**config.mk**
```make
export PLATFORM = sky130hd
export DESIGN_NAME = instr_prefetch_unit
export DESIGN_NICKNAME = d
export VERILOG_FILES = /design/src/rtl/cpu_pkg.sv /design/src/rtl/prefetch_fifo.sv /design/src/rtl/instr_prefetch_unit.sv
export SDC_FILE = /design/constraint.sdc
export NUM_CORES = 1
export LEC_CHECK = 0
export ABC_AREA = 1
export CAP_MARGIN = 20
export CORE_MARGIN = 2
export CORE_UTILIZATION = 50
export CTS_CLUSTER_SIZE = 24
export DETAILED_ROUTE_END_ITERATION = 10
export HOLD_SLACK_MARGIN = 0.03
export PLACE_DENSITY = 0.74
export RECOVER_POWER = 100
export SLEW_MARGIN = 5
export SYNTH_ARGS = -nofsm -noshare
export SYNTH_HDL_FRONTEND = slang
export SYNTH_SLANG_ARGS = --single-unit
```
**constraint.sdc**
```tcl
create_clock -name clk_i -period 6 [get_ports clk_i]
set_input_delay 0.9 -clock clk_i [delete_from_list [all_inputs] [get_ports clk_i]]
set_output_delay 0.9 -clock clk_i [all_outputs]
set_load 0.02 [all_outputs]
```
**src/rtl/cpu_pkg.sv**
```systemverilog
// cpu_pkg: shared CPU-wide widths and constants
package cpu_pkg;
  localparam int CPU_XLEN = 32;
  localparam int INSTR_STEP = 4;
endpackage

```
**src/rtl/prefetch_fifo.sv**
```systemverilog
// prefetch_fifo: level-counted circular queue with synchronous flush
module prefetch_fifo #(
  parameter int WIDTH = 64,
  parameter int DEPTH = 4
) (
  input  logic                       clk,
  input  logic                       rst_n,
  input  logic                       flush,
  input  logic                       push,
  input  logic                       pop,
  input  logic [WIDTH-1:0]           din,
  output logic [WIDTH-1:0]           dout,
  output logic [$clog2(DEPTH):0]     level
);
  localparam int AW = $clog2(DEPTH);
  logic [WIDTH-1:0] mem [DEPTH];
  logic [AW-1:0] wp, rp;
  assign dout = mem[rp];
  always_ff @(posedge clk or negedge rst_n)
    if (!rst_n) begin
      wp <= '0;
      rp <= '0;
      level <= '0;
    end else if (flush) begin
      wp <= '0;
      rp <= '0;
      level <= '0;
    end else begin
      if (push) wp <= wp + 1'b1;
      if (pop) rp <= rp + 1'b1;
      level <= level + {{AW{1'b0}}, push} - {{AW{1'b0}}, pop};
    end
  // storage is left unreset; entries are meaningless while level is zero
  always_ff @(posedge clk)
    if (push) mem[wp] <= din;
endmodule

```
**src/rtl/instr_prefetch_unit.sv**
```systemverilog
// instr_prefetch_unit: sequential instruction fetch into a prefetch queue with redirect flush
module instr_prefetch_unit import cpu_pkg::*; #(
  parameter int XLEN = CPU_XLEN,
  parameter int DEPTH = 4,
  parameter logic [XLEN-1:0] RESET_ADDR = '0
) (
  input  logic                    clk_i,
  input  logic                    rst_i,
  output logic [XLEN-1:0]         instr_mem_addr_o,
  output logic                    instr_mem_rd_o,
  input  logic                    instr_mem_ready_i,
  input  logic [XLEN-1:0]         instr_mem_data_i,
  input  logic                    redirect_i,
  input  logic [XLEN-1:0]         redirect_addr_i,
  output logic                    instr_valid_o,
  input  logic                    instr_ready_i,
  output logic [XLEN-1:0]         instr_o,
  output logic [XLEN-1:0]         instr_addr_o,
  output logic [$clog2(DEPTH):0]  level_o,
  output logic                    misalign_o
);
  localparam int LW = $clog2(DEPTH) + 1;
  logic [XLEN-1:0] pc;
  logic [2*XLEN-1:0] head;
  logic push, pop, full;
  // full blocks the request even if a pop frees a slot this cycle
  assign full = level_o == LW'(DEPTH);
  assign instr_mem_rd_o = rst_i & ~full & ~redirect_i;
  assign push = instr_mem_rd_o & instr_mem_ready_i;
  assign instr_valid_o = level_o != '0;
  assign pop = instr_valid_o & instr_ready_i & ~redirect_i;
  assign instr_mem_addr_o = pc;
  assign {instr_addr_o, instr_o} = head;
  always_ff @(posedge clk_i or negedge rst_i)
    if (!rst_i) begin
      pc <= RESET_ADDR;
      misalign_o <= 1'b0;
    end else begin
      misalign_o <= redirect_i & |redirect_addr_i[1:0];
      if (redirect_i) pc <= {redirect_addr_i[XLEN-1:2], 2'b00};
      else if (push) pc <= pc + XLEN'(INSTR_STEP);
    end
  prefetch_fifo #(.WIDTH(2*XLEN), .DEPTH(DEPTH)) u_fifo (
    .clk(clk_i),
    .rst_n(rst_i),
    .flush(redirect_i),
    .push(push),
    .pop(pop),
    .din({pc, instr_mem_data_i}),
    .dout(head),
    .level(level_o)
  );
endmodule

```
==> flow_summary.json <==
{
  "r2r.worst_path.cells": 9,
  "startpoint": "u_fifo.rp[0]$_DFFE_PN0P_",
  "ant_nets": 0,
  "cpMaxStageDelayCell": "clkbuf_2",
  "cpPeakStageDelay_ns": 1.33,
  "grt.busiest_layer": "met2",
  "netSwitchingFraction_pct": 30.1,
  "grt_pass1_vias": 7778,
  "grt_util_met2_pct": 35.4,
  "cts_root_buf": "clkbuf_16",
  "clk_path_buf_depth": 3,
  "fin_crit_sh_pct": 79.1,
  "fmax_mhz": 211,
  "p_sw_uw": 1610,
  "ctsHoldBuffers": 0,
  "ctsResizeCount": 0,
  "worstSkewPairLatency_ns": 0.53,
  "fin_area_um2": 14800,
  "status": "finished with violations",
  "critPathRequiredTime_ns": 5.10,
  "die_x_um": 158,
  "overflow": 0,
  "synth_edf_count": 248,
  "num_vias": 8059,
  "detail_route.iter0.violations": 684,
  "violations": "max-capacitance violations, max-slew violations",
  "r2r_setup_slack_ns": 3.30,
  "path_delay_family": "buffers and inverters",
  "ir_worst_vdd_mv": 0.178,
  "vias_per_cell": 5.29,
  "ys.flop_type": "edfxtp_1",
  "cts_sinks": 286,
  "syn_area_um2": 11900,
  "hold_depth": 0,
  "ys.warnings.count": 0,
  "hp-class": "reg2reg",
  "wl_per_cell_um": 17.2,
  "cts_tree": "done",
  "seq_area_frac_synth_pct": 70.7,
  "ios": 171,
  "dieArea_um2": 25000,
  "reg2reg_from": "u_fifo.level[1]$_DFF_PN0_",
  "comb_power_share_pct": 23.4,
  "clock_skew_ns": 0.0115,
  "slew_viol_final": 170,
  "reg2reg_to": "u_fifo.level[2]$_DFF_PN0_",
  "synth_area_per_cell_um2": 11.6,
  "drc": 0,
  "drive_gt1_share_pct": 6.72,
  "coreArea_um2": 23400,
  "hold_viol": 0,
  "htreeDepth": 1,
  "antennaDiodeCount": 0,
  "portBuffers": 166,
  "place_area_um2": 13800,
  "worst_slew_pin_slew_ns": 2.32,
  "path_clk_slew_ns": 0.06,
  "gr-usage-all-layers_pct": 21.1,
  "critPathCaptureType": "primary output",
  "routabilityCongestion": 0.861,
  "setup_viol": 0,
  "grt_start_max_net_pins": 92,
  "num_rows": 56,
  "postCtsSetupRepairBufs": 0,
  "met1_usage_pct": 29.2,
  "maxCapViolations": 3,
  "dp_hpwl_um": 15700,
  "use_met3_pct": 3.18,
  "final_common_cell": "edfxtp_1",
  "worst-path-max-fanout": 91,
  "crit_type": "reg2out",
  "ys_types": 29,
  "fin_crit_ns": 4.75,
  "async_flop_share_pct": 13.3,
  "slew_headroom_pct": -54.8,
  "fp.dieH_um": 158,
  "clkPwrFrac_pct": 31.6,
  "grt_pass1_wl_um": 41000,
  "power.density_nw_per_um2": 362,
  "syn_to_final_growth_pct": 24.2,
  "leakage_uw": 0.00533,
  "synth_seq_cells": 286,
  "path_buf_inv": 2,
  "dr.pass1.iters": 5,
  "hp-start": "instr_mem_addr_o[3]$_DFFE_PN0P_",
  "nNetsFinal": 1260,
  "rsz0062_at_grt": "no",
  "worstHoldEndpoint": "u_fifo.mem[0][35]$_DFFE_PP_",
  "initial_core_util_pct": 50.8,
  "worstPathArrival_ns": 3.85,
  "synth_cells": 1027,
  "p_seq_share_pct": 45.0,
  "final_cell_mix": "248 x edfxtp_1, 163 x nand2_1, 161 x nor2_1, 127 x o21ai_0, 127 x dlygate4sd3_1",
  "grt_antenna_before_repair": 0,
  "cp-start-kind": "register",
  "numCtsBuffers": 28,
  "crit_chain": "clkbuf_2 > o21ai_0 > o22ai_1 > dlygate4sd3_1",
  "internal_power_uw": 3730,
  "wirelength_um": 26300,
  "setup_tns_ns": 0
}
kinds of logic (layout without fill, tap and decap cells):
family | Yosys count | count (layout) | share of synthesized area (%)
AOI/OAI and AO/OA | 199 | 199 | 9.20
xor gates and xnor gates | 6 | 6 | 0.442
adders and majority gates | 8 | 8 | 0.906
buffers and inverters | 110 | 285 | 4.05
DFF | 286 | 286 | 70.7
other | 1 | 4 | 0.0316
and+or+nand+nor | 417 | 417 | 14.7
area by class of cell:
| class | count | area (um^2) |
|---|---|---|
| clock buffer | 40 | 807 |
| clock inverter | 12 | 98.8 |
| fill | 1829 | 8640 |
| tap | 319 | 399 |
| multi-input combinational | 634 | 3040 |
| sequential | 286 | 8400 |
| inverter | 56 | 216 |
| timing repair buffer | 177 | 1790 |
cells in the mapped netlist (5+ instances only):
| master | n | share of area [%] |
|---|---|---|
| nand2_1 | 163 | 5.2 |
| nor2_4 | 5 | 0.47 |
| ha_1 | 7 | 0.74 |
| o22ai_1 | 62 | 3.3 |
| dfrtp_1 | 38 | 8.0 |
| nand3_1 | 69 | 2.9 |
| inv_1 | 52 | 1.6 |
| clkbuf_1 | 32 | 1.0 |
| o21bai_1 | 8 | 0.51 |
| edfxtp_1 | 248 | 63 |
| nor2_1 | 165 | 5.2 |
| o21ai_0 | 127 | 5.4 |
| buf_4 | 7 | 0.44 |
| buf_2 | 12 | 0.51 |
power groups by stage:
| stage | logic (uW) | registers [uW] | clock network, uW |
|---|---|---|---|
| after floorplan | 731 | 2430 | 0 |
| after global placement | 1320 | 2440 | 0 |
| after detailed placement | 1330 | 2450 | 0 |
| after CTS | 1340 | 2400 | 1720 |
| after global routing | 1370 | 2420 | 1800 |
| final | 1250 | 2400 | 1690 |
worst max path at each step:
stage                     cells after the start                          end
after floorplan                               5   u_fifo.mem[0][0]$_DFFE_PP_
after global placement                        5             instr_addr_o[19]
final                                         4             instr_addr_o[19]
after CTS                                     5             instr_addr_o[11]
after global routing                          4             instr_addr_o[17]
after detailed placement                      6  u_fifo.mem[3][60]$_DFFE_PP_
state kept, by name, summed over array words and instances (netlist names):
| register | flops |
|---|---|
| u_fifo.mem | 248 |
| misalign_o | 1 |
| u_fifo.rp | 2 |
| u_fifo.wp | 2 |
| instr_mem_addr_o | 30 |
| u_fifo.level | 3 |
stage by stage:
step	utilization [%]	power (uW)	worst slack (ns)	hold slack, ns	std cells
finish	63.1	5340	1.25	0.641	1524
global route	63.1	5590	0.836	0.662	1524
CTS	63.0	5460	1.66	0.433	1523
detailed placement	59.1	3780	2.26	0.628	1471
global placement	59.1	3760	2.29	0.624	1471
floorplan	-	3160	1.45	0.580	1030
metal layers:
metal | wire length [um] | part of all wire [%]
met1 | 11300 | 43
met2 | 12800 | 49
met3 | 1700 | 6.5
met4 | 430 | 1.6
met5 | 0 | 0
Power figures use the tool's default switching activity.
